## src/rtl/icache.sv

```systemverilog
`default_nettype none
// ============================================================================
//  Module      : icache
//  Description : Direct-mapped, read-only instruction cache. Serves a
//                four-phase fetch handshake from an internal line store and
//                refills whole lines, one word per four-phase memory
//                handshake, on a miss. A flush pulse invalidates all lines.
//  Revision    : 1.0 - initial release
// ============================================================================
module icache #(
  parameter int DATA_WIDTH  = 32,
  parameter int INDEX_BITS  = 4,
  parameter int OFFSET_BITS = 2
) (
  input  logic                  clk,
  input  logic                  rst,
  input  logic                  inst_req,
  input  logic [DATA_WIDTH-1:0] inst_addr,
  output logic                  inst_valid,
  output logic [DATA_WIDTH-1:0] inst_data,
  output logic                  mem_req,
  output logic [DATA_WIDTH-1:0] mem_addr,
  input  logic                  mem_valid,
  input  logic [DATA_WIDTH-1:0] mem_data,
  input  logic                  flush
);

  localparam int TAG_BITS = DATA_WIDTH - INDEX_BITS - OFFSET_BITS;
  localparam int LINES    = 1 << INDEX_BITS;
  localparam int WORDS    = 1 << (INDEX_BITS + OFFSET_BITS);

  typedef enum logic [2:0] {
    S_IDLE     = 3'd0,
    S_LOOKUP   = 3'd1,
    S_MEM_REQ  = 3'd2,
    S_MEM_WAIT = 3'd3,
    S_RESP     = 3'd4,
    S_FLUSH    = 3'd5
  } state_t;

  state_t state;

  // Captured request address; the transaction never looks at inst_addr again.
  logic [DATA_WIDTH-1:0]  req_addr;
  logic [TAG_BITS-1:0]    req_tag;
  logic [INDEX_BITS-1:0]  req_index;
  logic [OFFSET_BITS-1:0] req_offset;

  // Line store: valid bits are reset/flushed, tags and data are not.
  logic [LINES-1:0]       valid_bits;
  logic [TAG_BITS-1:0]    tag_mem  [LINES];
  logic [DATA_WIDTH-1:0]  data_mem [WORDS];

  logic [OFFSET_BITS-1:0] cnt;
  logic [OFFSET_BITS-1:0] next_cnt;
  logic                   flush_pend;

  logic                   hit;
  logic                   fill_we;
  logic                   line_done;
  logic                   tag_we;
  logic [DATA_WIDTH-1:0]  hit_word;

  assign req_tag    = req_addr[DATA_WIDTH-1 -: TAG_BITS];
  assign req_index  = req_addr[OFFSET_BITS +: INDEX_BITS];
  assign req_offset = req_addr[OFFSET_BITS-1:0];

  assign hit      = valid_bits[req_index] && (tag_mem[req_index] == req_tag);
  assign hit_word = data_mem[{req_index, req_offset}];
  assign next_cnt = cnt + 1'b1;

  // A word is written when memory answers the outstanding request; the tag is
  // written only once the final word's handshake has fully closed.
  assign fill_we   = !rst && (state == S_MEM_REQ) && mem_valid;
  assign line_done = (cnt == {OFFSET_BITS{1'b1}});
  assign tag_we    = !rst && (state == S_MEM_WAIT) && !mem_valid && line_done;

  // Unreset line storage: refill data words and line tags.
  always_ff @(posedge clk) begin
    if (fill_we) begin
      data_mem[{req_index, cnt}] <= mem_data;
    end
    if (tag_we) begin
      tag_mem[req_index] <= req_tag;
    end
  end

  // Flush pending flag: any pulse is remembered until S_FLUSH services it;
  // a pulse coinciding with the service cycle re-arms the flag.
  always_ff @(posedge clk) begin
    if (rst) begin
      flush_pend <= 1'b0;
    end else if (state == S_FLUSH) begin
      flush_pend <= flush;
    end else if (flush) begin
      flush_pend <= 1'b1;
    end
  end

  // Main controller with registered handshake outputs and valid bits.
  always_ff @(posedge clk) begin
    if (rst) begin
      state      <= S_IDLE;
      req_addr   <= '0;
      cnt        <= '0;
      valid_bits <= '0;
      inst_valid <= 1'b0;
      inst_data  <= '0;
      mem_req    <= 1'b0;
      mem_addr   <= '0;
    end else begin
      case (state)
        S_IDLE: begin
          if (flush_pend) begin
            state <= S_FLUSH;
          end else if (inst_req) begin
            req_addr <= inst_addr;
            state    <= S_LOOKUP;
          end
        end

        S_LOOKUP: begin
          if (hit) begin
            inst_data  <= hit_word;
            inst_valid <= 1'b1;
            state      <= S_RESP;
          end else begin
            // Refill always starts at offset 0 of the missing line.
            cnt      <= '0;
            mem_req  <= 1'b1;
            mem_addr <= {req_tag, req_index, {OFFSET_BITS{1'b0}}};
            state    <= S_MEM_REQ;
          end
        end

        S_MEM_REQ: begin
          if (mem_valid) begin
            mem_req <= 1'b0;
            state   <= S_MEM_WAIT;
          end
        end

        S_MEM_WAIT: begin
          if (!mem_valid) begin
            if (line_done) begin
              valid_bits[req_index] <= 1'b1;
              state                 <= S_LOOKUP;
            end else begin
              // Offset field is built from cnt, so the address never carries
              // into index or tag.
              cnt      <= next_cnt;
              mem_req  <= 1'b1;
              mem_addr <= {req_tag, req_index, next_cnt};
              state    <= S_MEM_REQ;
            end
          end
        end

        S_RESP: begin
          if (!inst_req) begin
            inst_valid <= 1'b0;
            state      <= S_IDLE;
          end
        end

        S_FLUSH: begin
          valid_bits <= '0;
          state      <= S_IDLE;
        end

        default: begin
          state <= S_IDLE;
        end
      endcase
    end
  end

endmodule
`default_nettype wire

```

## config.mk

```make
export PLATFORM = sky130hd
export DESIGN_NAME = icache
export DESIGN_NICKNAME = d
export VERILOG_FILES = /design/src/rtl/icache.sv
export SDC_FILE = /design/constraint.sdc
export NUM_CORES = 2
export LEC_CHECK = 0
export CAP_MARGIN = 30
export CORE_MARGIN = 2
export CORE_UTILIZATION = 35
export DETAILED_ROUTE_END_ITERATION = 10
export PLACE_DENSITY = 0.58
export SYNTH_ARGS = -nofsm -noshare
export SYNTH_HDL_FRONTEND = slang
export SYNTH_SLANG_ARGS = --single-unit
```

## constraint.sdc

```tcl
create_clock -name clk -period 8.6 [get_ports clk]
set_clock_uncertainty 0.15 [all_clocks]
set_input_delay 2.15 -clock clk [delete_from_list [all_inputs] [get_ports clk]]
set_output_delay 2.15 -clock clk [all_outputs]
set_load 0.02 [all_outputs]
```

Yosys cells after proc, flatten, opt, wreduce, memory -nomap -nowiden

Memories as Yosys holds them, arrays and structs flattened. A register that Yosys moved wholly into a read port is not among the register bits.
Index checks and enable logic that the tools add are counted.

RAM bits: 2464
Output and inout port bits: 66
Latch bits: 0
Logic and storage cells: 91
Flip-flop bits (word level): 88
Input port bits: 69
ROM bits: 0
Memories: 2

Equality and inequality tests: 15
Shifts and indexed selects: 0
Multipliers: 0
$add $sub $neg: 1
Reduce and logical (&&, ||, !) cells: 22
Magnitude comparators: 2
Divide/modulo/power cells: 0
Mux-type cells: 39
Bitwise gates (word level): 2

Memory list:

| memory   | depth | width | read ports | clocked after memory_dff | write ports | RTL line | RTL |
|---|---|---|---|---|---|---|---|
| data_mem | 64    | 32    | 1          | 1                        | 1           | 52       | `logic [DATA_WIDTH-1:0] data_mem [WORDS];` |
| tag_mem  | 16    | 26    | 1          | 1                        | 1           | 51       | `logic [TAG_BITS-1:0] tag_mem [LINES];` |

Operators with widths:

| operator                                             | number |
|---|---|
| 2-to-1 mux 32 bit                                    | 3 |
| case mux 32 bit (2 select lines)                     | 1 |
| 2-to-1 mux 16 bit                                    | 2 |
| case mux 16 bit (2 select lines)                     | 1 |
| equality test 26 bit                                 | 1 |
| 2-to-1 mux 3 bit                                     | 6 |
| OR 16 bit                                            | 1 |
| case mux 3 bit (5 select lines)                      | 1 |
| 2-to-1 mux 1 bit                                     | 14 |
| != test 2 bit (second input constant)                | 7 |
| AND reduction 3 bit                                  | 3 |
| 2-to-1 mux 2 bit                                     | 4 |
| 2-to-1 mux 4 bit                                     | 2 |
| AND reduction 4 bit                                  | 2 |
| nonzero test 2 bit                                   | 4 |
| logical AND 1 bit                                    | 7 |
| equality test 3 x 2 -> 1 bit (second input constant) | 2 |
| equality test 3 bit (second input constant)          | 2 |
| < comparator 4 x 5 -> 1 bit (second input constant)  | 1 |
| AND reduction 5 bit                                  | 1 |
| binary-select mux 1 bit (select 4 bit)               | 1 |
| demux 1 bit (select 4 bit)                           | 1 |
| >= comparator 4 x 1 -> 1 bit (second input constant) | 1 |
| case mux 2 bit (2 select lines)                      | 1 |
| other kinds (11)                                     | 12 |

Longest topological paths before layout

Depth in word-level cells: 8
Gate-level depth with buffers: 15
Mapped depth without buffers: 9

Worst setup path after synthesis

No wires, ideal clock.

Kind: in2reg
From: input mem_valid
To: memory data_mem[14][0], enable pin
Path buffers: 0
Stages: 5
Library setup time: 421 ps
Path slack: 3586 ps
Data arrival time: 4443 ps
Required time: 8029 ps
Cells stage by stage: nand2_1 nor3_1 nor3b_1 nand3_1 nor2_1

Word-level cells in the longest chain between the ends: 3

Ends and longest elaborated chain:

| element                                | RTL line | RTL |
|---|---|---|
| from (decl)                            | 23       | `input logic mem_valid,` |
| logical AND 1 bit                      | 74       | `assign fill_we = !rst && (state == S_MEM_REQ) && mem_valid;` |
| 2-to-1 mux 1 bit                       | 80       | `if (fill_we) begin` |
| 2-to-1 mux 1 bit (not written as such) | 81       | `data_mem[{req_index, cnt}] <= mem_data;` |
| to (decl)                              | 52       |  |

No other way between the ends.

Worst setup path in the final report

From: input mem_valid
To: memory data_mem[43][28], enable pin

Same word-level chain as after synthesis.

==> qor.csv <==
stage;metric;value;unit
finish;Finished Layout Cells;8769;
synthesis;sequential area share after synthesis;76.99;%
power;P_leak;34.31;nW
clocking;post-cts repair resize count;0;
timing;RSZ-0062 raised after global routing;false;
synthesis;#FFs+latches synth;2586;
synthesis;top_reg_cell synth;edfxtp_1;
clocking;Longest Clk Path Bufs;4;
clocking;Reg clk slew, reported paths;0.06;ns
floorplanning;Initial Util;35.17;%
synthesis;Post-synth ARST share;0;%
critical_path;Startpoint Class;input pin;
clocking;H-tree levels;5;
synthesis;Syn. warnings;0;
timing;Fmax;0.1855;GHz
place;Placed Cells incl. Taps;8285;
finish;layout net count;4889;
synthesis;synthesized area per cell;22.16;sq um
finish;share of layout cells above drive strength 1;27.96;%
power;Logic pwr share;7.0;%
synthesis;Post-synth EDFFs;2464;
place;port bufs;134;
timing;setup_tns;0;ns
power;Sequential Power Share;51.1;%
synthesis;cell taking the most area after synthesis;edfxtp_1;
power;clock share of power;41.9;%
critical_path;worst-path fanout max;20;
route;Routed Antenna Nets;0;
global_routing;vias in the first global route;47440;
floorplanning;overall die height;536.6;um
global_routing;largest net degree at the start of global routing;90;
synthesis;Syn Std Cell Area;99270;sq um
synthesis;top cells by area, synth;edfxtp_1 (75%), mux4_2 (16%), dfxtp_1 (2.5%);
synthesis;syn_nets;4550;
timing;Final setup violation count;0;
place;DP Area;106900;sq um
run;max-cap viol count;0;
critical_path;crit end category;flop;
timing;fin crit share;62.67;%
synthesis;most frequent cell after synthesis;edfxtp_1;
clocking;CTS tree;built;
synthesis;unique cell type count in the Yosys netlist;68;
outcome;status;complete, no violations;
synthesis;Post-Synthesis Cells;4480;
timing;Hold Fails Final Rpt;0;
power;NetSw;6.123;mW
floorplanning;Die Wd;536.6;um
global_routing;initial antenna violation count;23;
route;drt drc;0;
global_routing;first-pass GRT wire length;370.2;mm
route;violation count after the first detailed-route iteration;6347;
finish;Final Util;40.90;%
place;hpwl dp;159.5;mm
finish;post-route cell area;115500;sq um
floorplanning;CORE AREA;282300;sq um
synthesis;most frequent cells after synthesis;edfxtp_1 (2464), mux4_2 (701), nand2_1 (182);
power;Sw Share;22.53;%
floorplanning;Die ar.;287900;sq um
power;internal power;21.06;mW
route;WL per Instance;30.04;um
min_path;min-delay worst type;flop to flop;
global_routing;total grt overflow;0;
timing;Slew @ Worst Pin;1.152;ns
floorplanning;IO Pins;135;
place;GP Congestion;0.8295;
critical_path;CP Class;input pin to flop;
clocking;TritonCTS buffer count;271;
route;total number of vias;47840;
timing;final max-slew violation count;0;
timing;Tmin final;5.390;ns
clocking;Post-CTS Setup Repair Bufs;0;
power;Pwr per Cell Area;235.4;nW/um^2
global_routing;GRT Total Usage;18.11;%
clocking;CTS Hold Bufs;0;
route;Vias/cell;5.456;
clocking;insertion delay to the later sink of the worst-skew pair;0.89;ns
timing;Worst slew margin;22.38;%
power;VDD IR-drop max;0.1321;mV
route;total wire length;263.4;mm
clocking;clock sink count;2586;
floorplanning;FP Rows;195;
clocking;CTS root buf;clkbuf_16;
critical_path;worst endpoint required time;8.98;ns
finish;Area Overhead vs Synth;16.30;%
critical_path;Worst EP arrival;5.77;ns
synthesis;area share of the largest cell type after synthesis;74.53;%
route;drt first pass iters;6;
## power by group through the flow
stage	clock network, mW	registers [mW]	logic, mW
final	11.4	13.9	1.89
after floorplan	0	14.1	1.03
after global placement	0	14.2	1.89
after detailed placement	0	14.2	1.90
after global routing	12.1	13.9	1.98
after CTS	11.6	13.9	1.91
## worst paths after layout
| path | depth (start not counted) | slack (ns) | endpoint | from |
|---|---|---|---|---|
| max | 8 | 3.21 | data_mem[43][28] | mem_valid |
| min | 2 | 0.31 | mem_addr[29] | mem_addr[29] |
| max reg2reg | 11 | 3.61 | inst_data[6] | flop |
| min reg2reg | 2 | 0.31 | mem_addr[29] | mem_addr[29] |
## final cells by class
type	count	area, sq um
Multi-Input combinational cell	1626	22230
Clock buffer	336	7129
Timing Repair Buffer	324	3536
Sequential cell	2586	76470
Tap cell	3743	4683
Antenna cell	9	22.52
Inverter	10	37.54
Clock inverter	135	1353
Fill cell	24380	166800
## kinds of logic (layout without fill, tap and decap cells)
group                    after synthesis  after routing  synth area share (%)
buffers and inverters                268            805                 1.231
other                                  0              9                     0
multiplexers                         874            874                 17.75
AND/OR/NAND/NOR                      459            459                 2.111
flip-flops                          2586           2586                 76.99
AO/OA/AOI/OAI                        260            260                 1.625
XOR/XNOR                              32             32                0.2823
adder cells (fa/ha/maj)                1              1               0.01260
## layout by cell type (no fill, tap or decap), types with 8 or more instances in the layout
| cell | synthesis | final |
|---|---|---|
| a211oi_1 | 11 | 11 |
| a21oi_1 | 98 | 98 |
| a22o_1 | 9 | 9 |
| a22oi_1 | 35 | 35 |
| a31oi_1 | 18 | 18 |
| and2_1 | 9 | 9 |
| buf_12 | 0 | 35 |
| buf_16 | 0 | 22 |
| buf_2 | 56 | 17 |
| buf_4 | 13 | 146 |
| bufinv_16 | 0 | 21 |
| clkbuf_1 | 128 | 58 |
| clkbuf_16 | 0 | 274 |
| clkdlybuf4s50_1 | 0 | 101 |
| clkinv_1 | 1 | 61 |
| clkinv_2 | 0 | 28 |
| dfxtp_1 | 122 | 112 |
| dfxtp_4 | 0 | 8 |
| diode_2 | 0 | 9 |
| edfxtp_1 | 2464 | 2464 |
| inv_6 | 0 | 9 |
| mux2_2 | 11 | 11 |
| mux2i_1 | 152 | 152 |
| mux4_2 | 701 | 701 |
| nand2_1 | 182 | 182 |
| nand2b_1 | 9 | 8 |
| nand3_1 | 20 | 20 |
| nor2_1 | 146 | 70 |
| nor2_4 | 1 | 77 |
| nor2b_1 | 37 | 32 |
| o21ai_0 | 48 | 48 |
| or3b_1 | 12 | 12 |
| xnor2_1 | 19 | 19 |
| xor2_1 | 13 | 13 |
## registers in the layout, indices dropped and copies added, names as in the netlist, 3 cells and up, named ones only
register / flops
data_mem: 2048
inst_data: 32
mem_addr: 32
req_addr: 32
state: 3
tag_mem: 416
valid_bits: 16
## critical path, stage by stage
cell and delay (ns):
clkdlybuf4s50_1 0.61, nand2_1 0.11, nor3_1 0.28, and3_1 0.52
nand2_1 0.66, buf_4 0.43, nor2_4 0.61, buf_4 0.36
## metrics by stage
| stage | power [mW] | hold slack [ns] | worst slack (ns) |
|---|---|---|---|
| after floorplan | 15.16 | 0.2815 | 3.586 |
| after global placement | 16.05 | 0.2906 | 1.596 |
| after detailed placement | 16.07 | 0.2979 | 2.441 |
| after CTS | 27.39 | 0.3081 | 3.326 |
| after global routing | 27.94 | 0.3232 | 3.089 |
| final | 27.18 | 0.3061 | 3.210 |
## metal layers
| metal | part of all wire, % | vias to the layer above | GRT usage (%) |
|---|---|---|---|
| li1 | - | 19480 | - |
| met1 | 42 | 25880 | 25.95 |
| met2 | 47 | 2120 | 28.31 |
| met3 | 9.1 | 356 | 4.021 |
| met4 | 2.1 | 4 | 4.037 |
| met5 | 0.011 | - | 0 |
Note: power is estimated with default switching activity, not from simulation.
